### config.mk
export PLATFORM = sky130hd
export DESIGN_NAME = adc_in
export DESIGN_NICKNAME = d
export VERILOG_FILES = /design/src/rtl/adc_in.sv
export SDC_FILE = /design/constraint.sdc
export NUM_CORES = 1
export LEC_CHECK = 0
export CAP_MARGIN = 15
export CORE_MARGIN = 1
export CORE_UTILIZATION = 55
export DETAILED_ROUTE_END_ITERATION = 6
export HOLD_SLACK_MARGIN = 0.1
export PLACE_DENSITY = 0.81
export SLEW_MARGIN = 20
export SYNTH_ARGS = -nofsm -noshare
export SYNTH_HDL_FRONTEND = slang
export SYNTH_SLANG_ARGS = --single-unit
### constraint.sdc
create_clock -name BCLK -period 2.83 [get_ports BCLK]
set_input_delay 0.566 -clock BCLK [delete_from_list [all_inputs] [get_ports BCLK]]
set_output_delay 0.566 -clock BCLK [all_outputs]
set_load 0.02 [all_outputs]
### src/rtl/adc_in.sv
// Serial stereo ADC capture: shifts one left and one right word (MSB first) per frame
// and holds the last completed frame behind a valid/acknowledge handshake with sticky overrun.
module adc_in #(
  parameter int DATA_WIDTH = 24
) (
  input  logic                  BCLK,
  input  logic                  reset,
  input  logic                  start,
  input  logic                  continuous,
  input  logic                  ADCDAT,
  input  logic                  data_ack,
  output logic                  ADCLRC,
  output logic [DATA_WIDTH-1:0] left_data,
  output logic [DATA_WIDTH-1:0] right_data,
  output logic                  data_valid,
  output logic                  busy,
  output logic                  overrun
);

  localparam int CW = (DATA_WIDTH > 1) ? $clog2(DATA_WIDTH) : 1;
  localparam logic [CW-1:0] LAST = CW'(DATA_WIDTH - 1);

  typedef enum logic [1:0] {IDLE, LEFT, RIGHT} state_t;

  state_t                r_state, w_state_next;
  logic [CW-1:0]         r_cnt, w_cnt_next;
  logic [DATA_WIDTH-1:0] r_left_sr, w_left_sr_next;
  logic [DATA_WIDTH-1:0] r_right_sr, w_right_sr_next;
  logic [DATA_WIDTH-1:0] r_left_data, w_left_data_next;
  logic [DATA_WIDTH-1:0] r_right_data, w_right_data_next;
  logic                  r_valid, w_valid_next;
  logic                  r_overrun, w_overrun_next;
  logic                  r_busy, r_adclrc;
  logic                  w_commit;

  always_comb begin
    w_state_next      = r_state;
    w_cnt_next        = r_cnt;
    w_left_sr_next    = r_left_sr;
    w_right_sr_next   = r_right_sr;
    w_left_data_next  = r_left_data;
    w_right_data_next = r_right_data;
    w_valid_next      = r_valid;
    w_overrun_next    = r_overrun;
    w_commit          = 1'b0;

    case (r_state)
      IDLE: begin
        if (start) begin
          w_state_next    = LEFT;
          w_cnt_next      = '0;
          w_left_sr_next  = '0;
          w_right_sr_next = '0;
        end
      end
      LEFT: begin
        w_left_sr_next = {r_left_sr[DATA_WIDTH-2:0], ADCDAT};
        if (r_cnt == LAST) begin
          w_state_next = RIGHT;
          w_cnt_next   = '0;
        end else begin
          w_cnt_next = r_cnt + CW'(1);
        end
      end
      RIGHT: begin
        w_right_sr_next = {r_right_sr[DATA_WIDTH-2:0], ADCDAT};
        if (r_cnt == LAST) begin
          // The bit arriving on this edge is the right LSB, so commit the shifted value.
          w_commit          = 1'b1;
          w_left_data_next  = r_left_sr;
          w_right_data_next = w_right_sr_next;
          w_state_next      = continuous ? LEFT : IDLE;
          w_cnt_next        = '0;
          w_left_sr_next    = '0;
          w_right_sr_next   = '0;
        end else begin
          w_cnt_next = r_cnt + CW'(1);
        end
      end
      default: w_state_next = IDLE;
    endcase

    if (w_commit) begin
      w_valid_next = 1'b1;
      if (r_valid && !data_ack) w_overrun_next = 1'b1;
    end else if (data_ack) begin
      w_valid_next = 1'b0;
    end
  end

  always_ff @(posedge BCLK) begin
    if (reset) begin
      r_state      <= IDLE;
      r_cnt        <= '0;
      r_left_sr    <= '0;
      r_right_sr   <= '0;
      r_left_data  <= '0;
      r_right_data <= '0;
      r_valid      <= 1'b0;
      r_overrun    <= 1'b0;
      r_busy       <= 1'b0;
      r_adclrc     <= 1'b0;
    end else begin
      r_state      <= w_state_next;
      r_cnt        <= w_cnt_next;
      r_left_sr    <= w_left_sr_next;
      r_right_sr   <= w_right_sr_next;
      r_left_data  <= w_left_data_next;
      r_right_data <= w_right_data_next;
      r_valid      <= w_valid_next;
      r_overrun    <= w_overrun_next;
      r_busy       <= (w_state_next != IDLE);
      r_adclrc     <= (w_state_next == RIGHT);
    end
  end

  assign ADCLRC     = r_adclrc;
  assign left_data  = r_left_data;
  assign right_data = r_right_data;
  assign data_valid = r_valid;
  assign busy       = r_busy;
  assign overrun    = r_overrun;

endmodule

### Word-level counts from Yosys, hierarchy flattened

Index checks and enable logic that the tools add are counted.

| storage, ports and cells | value |
|---|---|
| flip-flop bits (word level) | 106 |
| input bits | 6 |
| output and inout bits | 52 |
| word-level logic and storage cells | 48 |

| cells by class | value |
|---|---|
| add/sub/neg operators | 1 |
| equality and inequality tests | 6 |
| mux-type cells | 17 |
| reduce and logical (&&, ||, !) cells | 14 |

Operators with widths:

| operator | count |
|---|---|
| $pmux 24 s3 | 1 |
| $mux 24 | 2 |
| $pmux 23 s2 | 1 |
| $mux 23 | 1 |
| $mux 5 | 2 |
| $pmux 5 s2 | 1 |
| $reduce_and 2->1 | 4 |
| $reduce_bool 2->1 | 4 |
| $mux 2 | 3 |
| $pmux 2 s3 | 1 |
| $add 5x1->5 const B | 1 |
| $eq 5x5->1 const B | 1 |
| $mux 1 | 5 |
| $eq 2x2->1 const B | 2 |
| $ne 2x2->1 const B | 2 |
| $reduce_and 3->1 | 1 |
| $reduce_bool 3->1 | 1 |
| $eq 2x1->1 const B | 1 |
| $logic_not 2->1 | 1 |
| $reduce_or 2->1 | 1 |
| $logic_and 1x1->1 | 1 |
| $logic_not 1->1 | 1 |

### Longest topological paths before layout

Gate-level depths: netlist of run 1.

| depth | value |
|---|---|
| word-level depth | 4 |
| mapped depth | 8 |

### Worst setup path before layout of run 1

No wires, ideal clock.

| timing path | value |
|---|---|
| path type | register -> register |
| start point | register r_state[1] |
| end point | register r_left_sr[4] |
| arrival | 1,603 ps |
| data required time | 2,760 ps |
| slack | 1,156 ps |
| stages on the path, launching flop included | 8 |
| buffers on the path | 1 |
| clock period less this slack | 1,674 ps |
| cell sequence | dfxtp_1 > inv_1 > ha_1 > and2b_1 > a211oi_4 > buf_6 > nand3_1 > a21oi_1 |

| on the way | value |
|---|---|
| word-level cells in the longest chain between the ends | 3 |

RTL lines:

| element | RTL line | RTL |
|---|---|---|
| start, declared | 25 | `state_t r_state, w_state_next;` |
| start signal, assigned | 104 | `r_state <= w_state_next;` |
| $eq 2x2->1 (tied with other cells) | 47 | `case (r_state)` |
| $ne 2x2->1 (no line) / $reduce_bool 3->1 (equally long branches) | n/a |  |
| $reduce_and 3->1 (no line) | n/a |  |
| end signal, assigned | 106 | `r_left_sr <= w_left_sr_next;` |
| end, declared | 27 | `logic [DATA_WIDTH-1:0] r_left_sr, w_left_sr_next;` |

Several ways; a longest one is shown, not always the timed one.
A chain may end at the register's enable or synchronous reset.

### Worst setup path after layout of run 1

| timing path | value |
|---|---|
| start point | register r_right_data[1] (netlist: right_data[1]) |
| end point | output right_data[1] |

RTL lines:

| element | RTL line | RTL |
|---|---|---|
| start, declared | 30 | `logic [DATA_WIDTH-1:0] r_right_data, w_right_data_next;` |
| start signal, assigned | 109 | `r_right_data <= w_right_data_next;` |
| end, declared | 14 | `output logic [DATA_WIDTH-1:0] right_data,` |

No word-level cell between the ends.

==> reports/results.ini, run 1 <==
[status]
status = finished, final reports clean

[detailed_routing]
routed_via_density = 5.31
drtIter0Drc = 199
drc_errors = 0
vias = 3194
firstDrtPassIters = 4
drtAntennaViolNets = 0
avgRoutedWirePerCell_um = 12.5
routed_wl_um = 7520

[pwr]
ir_drop_mv = 0.344
power_density_nw_per_um2 = 546
p_leak_uw = 0.00156

[worst_setup_path]
critPathLaunchType = flip-flop
worst_setup_path_end_kind = output port
cpMaxStageDelayCell = clkdlybuf4s50_1
path_buf_inv = 1
rrSetupSlack_ns = 0.91
critPathKind = flip-flop to output port
critPathArrivalTime_ns = 1.36
crit_family = buffers and inverters
r2r_start = r_cnt[0]
cp_max_fo = 2
reg2reg_depth = 6
max_stage_delay_ns = 0.61
crit_chain = clkdlybuf4s50_1
worst-endpoint-required_ns = 2.26
crit-reg2reg-capture = left_data[10]

[synthesis]
syn_area_um2 = 3950
ys_ff_latch = 106
synth_top_area_share_pct = 53.7
ys_top_cells_by_area = dfxtp_1 54%, nand2_1 12%, a21oi_1 10%, a22oi_1 4.4%, nand3_1 3.4%
yosysSeqAreaShare_pct = 53.7
yosys-top-cells-count = 123 x nand2_1, 106 x dfxtp_1, 80 x a21oi_1, 30 x nor2_1, 27 x nand3_1
yosysTopAreaCell = dfxtp_1
synth_edf_count = 0
syn_area_per_cell_um2 = 8.63
yosysMostFrequentCell = nand2_1
synth_cells = 458
yosysWarnings = 0
syn_nets = 469
ys.flop_type = dfxtp_1
synthArstFlopShare_pct = 0
synth_cell_type_count = 36

[final_layout]
fin_nets = 512
area_delta_synth_final_pct = 19.7
drive_gt1_share_pct = 7.11
diodes = 0

[worst_hold_path]
hold_class = flip-flop to flip-flop
hold_path_end = left_data[18]
whs_path_depth = 2
min-delay-start = left_data[18]

[sta]
hold_viol_final = 0
tns_ns = 0
worst_slack_ns = 0.908
min_period_over_period_pct = 67.9
finalCriticalPeriod_ns = 1.92
maxSlewViolCount = 0
worst_pin_slew_ns = 0.541
slew_headroom_pct = 63.9
skew_ns = 0.0105
rsz0062_at_grt = no
fmax_mhz = 520
setup_viol_count_final = 0

[place]
io_buffers = 57
pre_cts_ws_ns = 0.613
place.gp.congestion = 0.811
dpl.hpwl_um = 4930

[grt]
grt_max_degree = 57
grt_util_all_layers_pct = 21.4
grt_pass1_wl_um = 12600
antenna_found_initial = 0
first_global_vias = 2819
gr-total-overflow = 0

[floorplan]
die_w_um = 86.8
dieArea_um2 = 7530
die_h_um = 86.8
initial_core_util_pct = 57.5
num_rows = 30
ios = 58
coreArea_um2 = 6870

[clock_network]
cts_max_level = 3
clk-insertion-delay-late_ns = 0.37
clk_pin_slew_worst_paths_ns = 0.10
ctsResizeCount = 0
holdBufCountCts = 0
cts_sinks = 106
clockRootBuffer = clkbuf_8
ctsLongestPathBuffers = 2
numCtsBuffers = 9
cts_tree = done
cts_setup_buffers = 0

[run]
drv_cap = 0

==> worst max-delay path by stage <==
stage	to	slack [ns]	from	cells past startpoint
2_1_floorplan	r_left_sr[4]	1.16	r_state[1]	7
3_5_place_dp	r_left_sr[1]	0.61	start	6
4_1_cts	left_data[10]	0.90	r_cnt[0]	6
6_report	right_data[1]	0.91	right_data[1]	1
5_1_grt	r_left_sr[19]	0.75	r_cnt[0]	6
3_3_place_gp	r_left_sr[1]	0.66	start	6
==> layout make-up <==
| cell class | count | area (um2) |
|---|---|---|
| Tap cell | 96 | 120 |
| Inverter | 3 | 11.3 |
| Clock inverter | 7 | 83.8 |
| Timing Repair Buffer | 65 | 641 |
| Sequential cell | 106 | 2120 |
| Multi-Input combinational cell | 316 | 1630 |
| Fill cell | 585 | 2140 |
| Clock buffer | 9 | 124 |
==> power by group <==
part	leakage, uW	internal [uW]	switching (uW)
sequential	0.000854	1500	4.35
combinational	0.000606	37.4	89.3
clock	0.000102	424	532
==> sequential cells by signal, summed over array words and instances, names as in the netlist <==
signal	count
ADCLRC	1
r_left_sr	24
r_right_sr	23
r_cnt	5
overrun	1
data_valid	1
busy	1
left_data	24
r_state	2
right_data	24
==> stage by stage <==
step	util (%)	instances	total power [uW]	hold slack [ns]	area, um2
finish	68.9	602	2580	0.458	4730
global route	68.9	602	2670	0.472	4730
CTS	68.9	602	2600	0.462	4730
detailed placement	65.8	586	1660	0.447	4520
global placement	65.8	586	1660	0.442	4520
floorplan	-	458	1640	0.432	3950
==> routing by layer <==
metal  up-vias  global-route usage, %  part of all wire [%]
li1       1631                      -                     -
met1      1483                   28.0                    46
met2        70                   35.1                    48
met3        10                   3.71                   4.3
met4         0                   9.09                   1.4
met5         -                      0                     0
==> logic make-up (layout without fill, tap and decap cells) <==
| logic type | after synthesis | in the layout | share of synthesized area [%] |
|---|---|---|---|
| AOI/OAI and AO/OA | 114 | 114 | 17.7 |
| DFF | 106 | 106 | 53.7 |
| muxes | 1 | 1 | 0.348 |
| adders and majority gates | 5 | 5 | 1.58 |
| and+or+nand+nor | 196 | 196 | 21.5 |
| buffers and inverters | 36 | 84 | 5.22 |
==> placed cells by master (no fill, tap or decap), drive strengths merged, types with 3 or more instances in the layout <==
master / n
nand2: 123
dfxtp: 106
a21oi: 80
clkdlybuf4s50: 56
nor2: 31
nand3: 27
a22oi: 23
clkbuf: 9
buf: 9
inv: 6
ha: 5
o21ai: 3
nand4b: 3
==> worst reg2reg max path, cell delays in order, from the launching register on <==
cell and delay [ns]:
dfxtp_1 0.39, ha_1 0.30, nand4b_4 0.29, nor2_4 0.43
buf_12 0.24, nand2_1 0.07, a21oi_1 0.13
Note: power is estimated with default switching activity, not from simulation.
==> run 2, diff against run 1 <==
Settings changed: CORE_UTILIZATION 55 to 53, PLACE_DENSITY 0.81 to 0.78.
Clock period 2.83 ns to 2 ns, I/O delays scaled along.
==> run 2 against run 1 <==
Flip-flop and latch count unchanged. Critical endpoint is now r_right_sr[21]. Critical path depth up 5. Sequential share of layout area down 0.86 points. Highest routed layer unchanged. Via count up 1.8%.
==> reports/results.ini, run 2 (synthesis results as in run 1) <==
[status]
status = finished, final reports clean

[detailed_routing]
firstDrtPassIters = 5  ; +1
routed_via_density = 5.33  ; +0.45%
drtIter0Drc = 244  ; +23%
routed_wl_um = 8280  ; +10%
vias = 3251  ; +1.8%
drtAntennaViolNets = 0  ; unchanged
drc_errors = 0  ; unchanged
avgRoutedWirePerCell_um = 13.6  ; +8.6%

[worst_setup_path]
crit_chain = inv_1 > ha_1 > mux2i_2 > nor3_4 > a22oi_1 > nor2_1
rrSetupSlack_ns = 0.08  ; -0.83 ns
crit_path_end = r_right_sr[21]
crit-reg2reg-capture = r_right_sr[21]
cp_max_fo = 12  ; +10
worst-endpoint-required_ns = 2.29  ; +0.03 ns
critPathKind = flip-flop to flip-flop
max_stage_delay_ns = 0.55  ; -0.06 ns
reg2reg_depth = 6  ; unchanged
cp-startpoint = r_state[1]
path_buf_inv = 1  ; unchanged
cpMaxStageDelayCell = nor3_4
r2r_start = r_state[1]
critPathArrivalTime_ns = 2.22  ; +0.86 ns
worst_setup_path_end_kind = flip-flop
crit_family = simple AND/OR/NAND/NOR gates
path_depth = 6  ; +5
critPathLaunchType = flip-flop

[final_layout]
diodes = 0  ; unchanged
final_cell_count_no_fill = 610  ; +1.3%
area_delta_synth_final_pct = 22.0
final_cell_mix = 122 x nand2_1, 106 x dfxtp_1, 80 x a21oi_1
fin_nets = 517  ; +0.98%
layout_commonest_cell = nand2_1
drive_gt1_share_pct = 8.61  ; +1.5 points

[floorplan]
coreArea_um2 = 7210  ; +5.0%
die_w_um = 88.4  ; +1.8%
ios = 58  ; unchanged
die_h_um = 88.4  ; +1.8%
dieArea_um2 = 7810  ; +3.7%
initial_core_util_pct = 54.8  ; -2.8 points
num_rows = 31  ; +3.3%

[grt]
antenna_found_initial = 0  ; unchanged
first_global_vias = 2958  ; +4.9%
gr-total-overflow = 0  ; unchanged
grt_pass1_wl_um = 13700  ; +8.5%
grt_max_degree = 103  ; +81%
grt_util_all_layers_pct = 22.4  ; +0.93 points

[clock_network]
clk-insertion-delay-late_ns = 0.37  ; about the same
cts_sinks = 106  ; unchanged
cts_max_level = 3  ; unchanged
holdBufCountCts = 0  ; unchanged
clockRootBuffer = clkbuf_8
ctsLongestPathBuffers = 2  ; unchanged
cts_tree = done
numCtsBuffers = 9  ; unchanged
clk_pin_slew_worst_paths_ns = 0.10  ; about the same

[pwr]
power_density_nw_per_um2 = 768  ; +41%
netSwitchingFraction_pct = 24.7  ; +0.48 points
p_leak_uw = 0.00160  ; +2.5%
p_seq_share_pct = 57.3  ; -0.8 points
internal-power_uw = 2790  ; +43%
p_comb_share_pct = 5.1  ; +0.2 points
pwr-share-clk_pct = 37.6  ; +0.6 points
power_switching_uw = 915  ; +46%
ir_drop_mv = 0.502  ; +46%

[sta]
finalCriticalPeriod_ns = 1.92
maxSlewViolCount = 0  ; unchanged
setup_viol_count_final = 0  ; unchanged
skew_ns = 0.0126  ; +0.00215 ns
fmax_mhz = 520
worst_pin_slew_ns = 0.982  ; +0.441 ns
rsz0062_at_grt = yes
min_period_over_period_pct = 96.2
worst_slack_ns = 0.0767  ; -0.831 ns
hold_viol_final = 0  ; unchanged
slew_headroom_pct = 34.5  ; -29 points

[run]
drv_cap = 0  ; unchanged

[place]
pre_cts_ws_ns = -0.0879  ; -0.701 ns
io_buffers = 57  ; unchanged
dp.cells = 590  ; +0.68%
dpl.hpwl_um = 5100  ; +3.3%
place.gp.congestion = 0.773  ; -4.8%

[worst_hold_path]
whs_path_depth = 3  ; +1
hold_class = primary input to flip-flop

[run 2: area by class of cell]
| class | instances | area (um2) |
|---|---|---|
| Timing Repair Buffer | 69 | 696 |
| Sequential cell | 106 | 2120 |
| Clock buffer | 9 | 124 |
| Tap cell | 99 | 124 |
| Inverter | 3 | 11.3 |
| Fill cell | 603 | 2390 |
| Multi-Input combinational cell | 317 | 1650 |
| Clock inverter | 7 | 95.1 |
[run 2: per-layer routing]
layer | vias up | track usage, % | share of wire [%]
li1 | 1643 | - | -
met1 | 1515 | 30.4 | 46
met2 | 81 | 35.9 | 49
met3 | 12 | 3.92 | 3.7
met4 | 0 | 8.06 | 1.3
met5 | - | 0 | 0
[run 2: metrics by stage]
stage | total power (uW) | cell area (um2) | hold slack [ns] | TNS (ns) | util (%)
global route | 3850 | 4820 | 0.359 | -0.0352 | 66.9
global placement | 2350 | 4550 | 0.442 | -0.585 | 63.1
finish | 3700 | 4820 | 0.349 | 0 | 66.9
detailed placement | 2360 | 4550 | 0.449 | -1.61 | 63.1
floorplan | 2320 | 3950 | 0.432 | 0 | -
CTS | 3730 | 4780 | 0.340 | 0 | 66.2
[run 2: how the worst min path moves through the flow]
stage / start / end
floorplan: r_left_sr[23] / left_data[23]
finish: reset / r_state[0]
global placement: r_left_sr[23] / r_left_sr[23]
CTS: reset / r_state[0]
detailed placement: right_data[9] / right_data[9]
global route: reset / r_state[0]
[run 2: power groups by stage]
stage                     Combinational [uW]  Clock (uW)  Sequential (uW)
after floorplan                          143           0             2170
after global placement                   181           0             2170
after detailed placement                 186           0             2170
after CTS                                189        1420             2120
after global routing                     210        1520             2120
final                                    190        1390             2120
[run 2: repair_timing]
item | in CTS | in global routing
buffers inserted | 0 | 3
pin swaps | 1 | 1
resized for setup | 0 | 3
gates cloned | 1 | 0
endpoints found under the setup margin | 5 | 35
[run 2: worst reg2reg max path, delay by kind of cell, from the launching register on]
kind	cells	cell delay [ns]
flip-flops	1	0.39
AO/OA/AOI/OAI	1	0.17
AND/OR/NAND/NOR	2	0.70
buffers and inverters	1	0.11
multiplexers	1	0.23
adder cells (fa/ha/maj)	1	0.25
==> run 3, diff against run 2 <==
Clock period 2 ns to 2.1 ns, I/O delays scaled along.
==> run 3 against run 2 <==
Clock power decreased by 13%. Maximum frequency increased by 0.97%. Highest routed layer unchanged. Routed wire length shrank 5.4%. Largest cell class unchanged. Power is 8.0% lower. Clock-buffer cell count did not move. Via count did not move. Cell count is 0.66% lower. Setup slack gained 0.12 ns.
==> reports/results.ini, run 3 (synthesis results as in run 1) <==
[grt]
first_global_vias = 2850  ; -3.7%
grt_pass1_wl_um = 13000  ; -5.1%
grt_max_degree = 103  ; unchanged
antenna_found_initial = 0  ; unchanged
gr-total-overflow = 0  ; unchanged
grt_util_all_layers_pct = 21.4  ; -0.97 points

[detailed_routing]
vias = 3251  ; unchanged
drtIter0Drc = 241  ; -1.2%
drtAntennaViolNets = 0  ; unchanged
routed_wl_um = 7830  ; -5.4%
firstDrtPassIters = 5  ; unchanged
routed_via_density = 5.36  ; +0.66%
drc_errors = 0  ; unchanged
avgRoutedWirePerCell_um = 12.9  ; -4.8%

[pwr]
p_comb_share_pct = 5.2  ; about the same
p_leak_uw = 0.00156  ; -2.4%
internal-power_uw = 2540  ; -9.1%
netSwitchingFraction_pct = 25.5  ; +0.84 points
power_density_nw_per_um2 = 719  ; -6.3%
ir_drop_mv = 0.464  ; -7.4%
p_seq_share_pct = 59.3  ; +2.0 points
power_switching_uw = 870  ; -4.9%
pwr-share-clk_pct = 35.5  ; -2.1 points

[final_layout]
fin_nets = 513  ; -0.77%
final_area_um2 = 4740  ; -1.8%
drive_gt1_share_pct = 7.50  ; -1.1 points
utilization_pct = 65.7  ; -1.2 points
area_delta_synth_final_pct = 19.8
layout_commonest_cell = nand2_1
final_cell_mix = 122 x nand2_1, 106 x dfxtp_1, 80 x a21oi_1
diodes = 0  ; unchanged

[worst_setup_path]
critPathArrivalTime_ns = 2.19  ; -0.03 ns
worst-endpoint-required_ns = 2.39  ; +0.10 ns
r2r_start = r_cnt[0]
reg2reg_depth = 6  ; unchanged
cp_max_fo = 24  ; +12
critPathLaunchType = flip-flop
worst_setup_path_end_kind = flip-flop
crit-reg2reg-capture = r_left_sr[17]
rrSetupSlack_ns = 0.20  ; +0.12 ns
critPathKind = flip-flop to flip-flop

[sta]
maxSlewViolCount = 0  ; unchanged
min_period_over_period_pct = 90.7  ; -5.5 points
worst_pin_slew_ns = 0.972  ; -0.0102 ns
hold_viol_final = 0  ; unchanged
setup_viol_count_final = 0  ; unchanged
rsz0062_at_grt = no
slew_headroom_pct = 35.2  ; +0.68 points
fmax_mhz = 525  ; +0.97%
skew_ns = 0.0111  ; -0.00154 ns
fin_hold_ws_ns = 0.368  ; +0.0189 ns
finalCriticalPeriod_ns = 1.90  ; -0.0185 ns

[status]
status = finished, final reports clean

[place]
place_area_um2 = 4530  ; -0.44%
place.gp.congestion = 0.769  ; -0.54%
io_buffers = 57  ; unchanged
dpl.hpwl_um = 4840  ; -5.1%

[run]
drv_cap = 0  ; unchanged

[clock_network]
clk-insertion-delay-late_ns = 0.37  ; about the same
cts_max_level = 3  ; unchanged
clockRootBuffer = clkbuf_8
cts_tree = done
ctsLongestPathBuffers = 2  ; unchanged
numCtsBuffers = 9  ; unchanged
holdBufCountCts = 0  ; unchanged
cts_setup_buffers = 0  ; unchanged
cts_sinks = 106  ; unchanged
clk_pin_slew_worst_paths_ns = 0.11  ; about the same

[floorplan]
num_rows = 31  ; unchanged
ios = 58  ; unchanged
coreArea_um2 = 7210  ; unchanged
die_w_um = 88.4  ; unchanged
die_h_um = 88.4  ; unchanged
initial_core_util_pct = 54.8  ; unchanged
dieArea_um2 = 7810  ; unchanged

[worst_hold_path]
whs_path_depth = 3  ; unchanged
hold_path_end = r_state[0]
hold_class = primary input to flip-flop
min-delay-start = reset

==> run 3: changes by cell type in the layout (fill, tap and decap cells not counted) <==
cell        change
buf_12          -2
buf_4           -2
and2b_1         +1
and2b_2         -1
bufinv_16       -1
clkinv_4        -1
clkinv_8        -1
clkinvlp_4      +1
ha_1            +1
ha_2            -1
inv_6           +1
inv_8           +1
==> run 3: area by class of cell <==
cell class              instances  area [um2]
clock inverters                 7        67.6
clock buffers                   9         124
flip-flops and latches        106        2120
multi-input cells             317        1650
repair buffers                 65         641
inverters                       3        11.3
fillers                       609        2480
well taps                      99         124
==> run 3: worst max-delay path, cell delays in order, from the launching register on <==
cell      delay, ns
dfxtp_1        0.39
ha_1           0.31
nand4b_4       0.29
a211oi_4       0.35
buf_12         0.20
nand3_1        0.10
a21oi_1        0.17
==> run 3: per-layer routing <==
layer	routed length, um	part of all wire, %	vias to the layer above	GRT usage (%)
met4	98	1.3	0	9.24
met1	3600	46	1520	29.2
met3	374	4.8	9	3.64
li1	-	-	1631	-
met2	3760	48	91	33.5
met5	0	0	-	0
==> run 3: how the worst max path moves through the flow <==
| stage | from | end | slack, ns | depth (start not counted) |
|---|---|---|---|---|
| 3_3_place_gp | start | r_right_sr[20] | 0.04 | 5 |
| 2_1_floorplan | r_state[1] | r_left_sr[4] | 0.43 | 7 |
| 5_1_grt | r_state[0] | r_right_sr[1] | 0.01 | 6 |
| 4_1_cts | r_state[0] | r_right_sr[3] | 0.07 | 6 |
| 6_report | r_cnt[0] | r_left_sr[17] | 0.20 | 6 |
| 3_5_place_dp | start | r_right_sr[3] | -0.02 | 5 |
==> run 3: timing repair <==
action,4_1_cts,5_1_grt
endpoints found under the setup margin,0,23
endpoints found under the hold margin,0,0
gates resized for setup,0,1
==> run 3: through the flow <==
step	TNS, ns	std cells	setup slack, ns	power, uW
after floorplan	0	458	0.426	2200
after global placement	0	589	0.0367	2240
after detailed placement	-0.105	589	-0.0214	2240
after CTS	0	605	0.0726	3430
after global routing	0	606	0.0149	3530
final	0	606	0.195	3410
==> run 3: power groups by stage <==
stage | clock (uW) | combinational [uW] | sequential (uW)
2_1_floorplan | 0 | 136 | 2070
3_5_place_dp | 0 | 175 | 2070
4_1_cts | 1230 | 177 | 2020
5_1_grt | 1310 | 196 | 2020
3_3_place_gp | 0 | 173 | 2070
6_report | 1210 | 178 | 2020
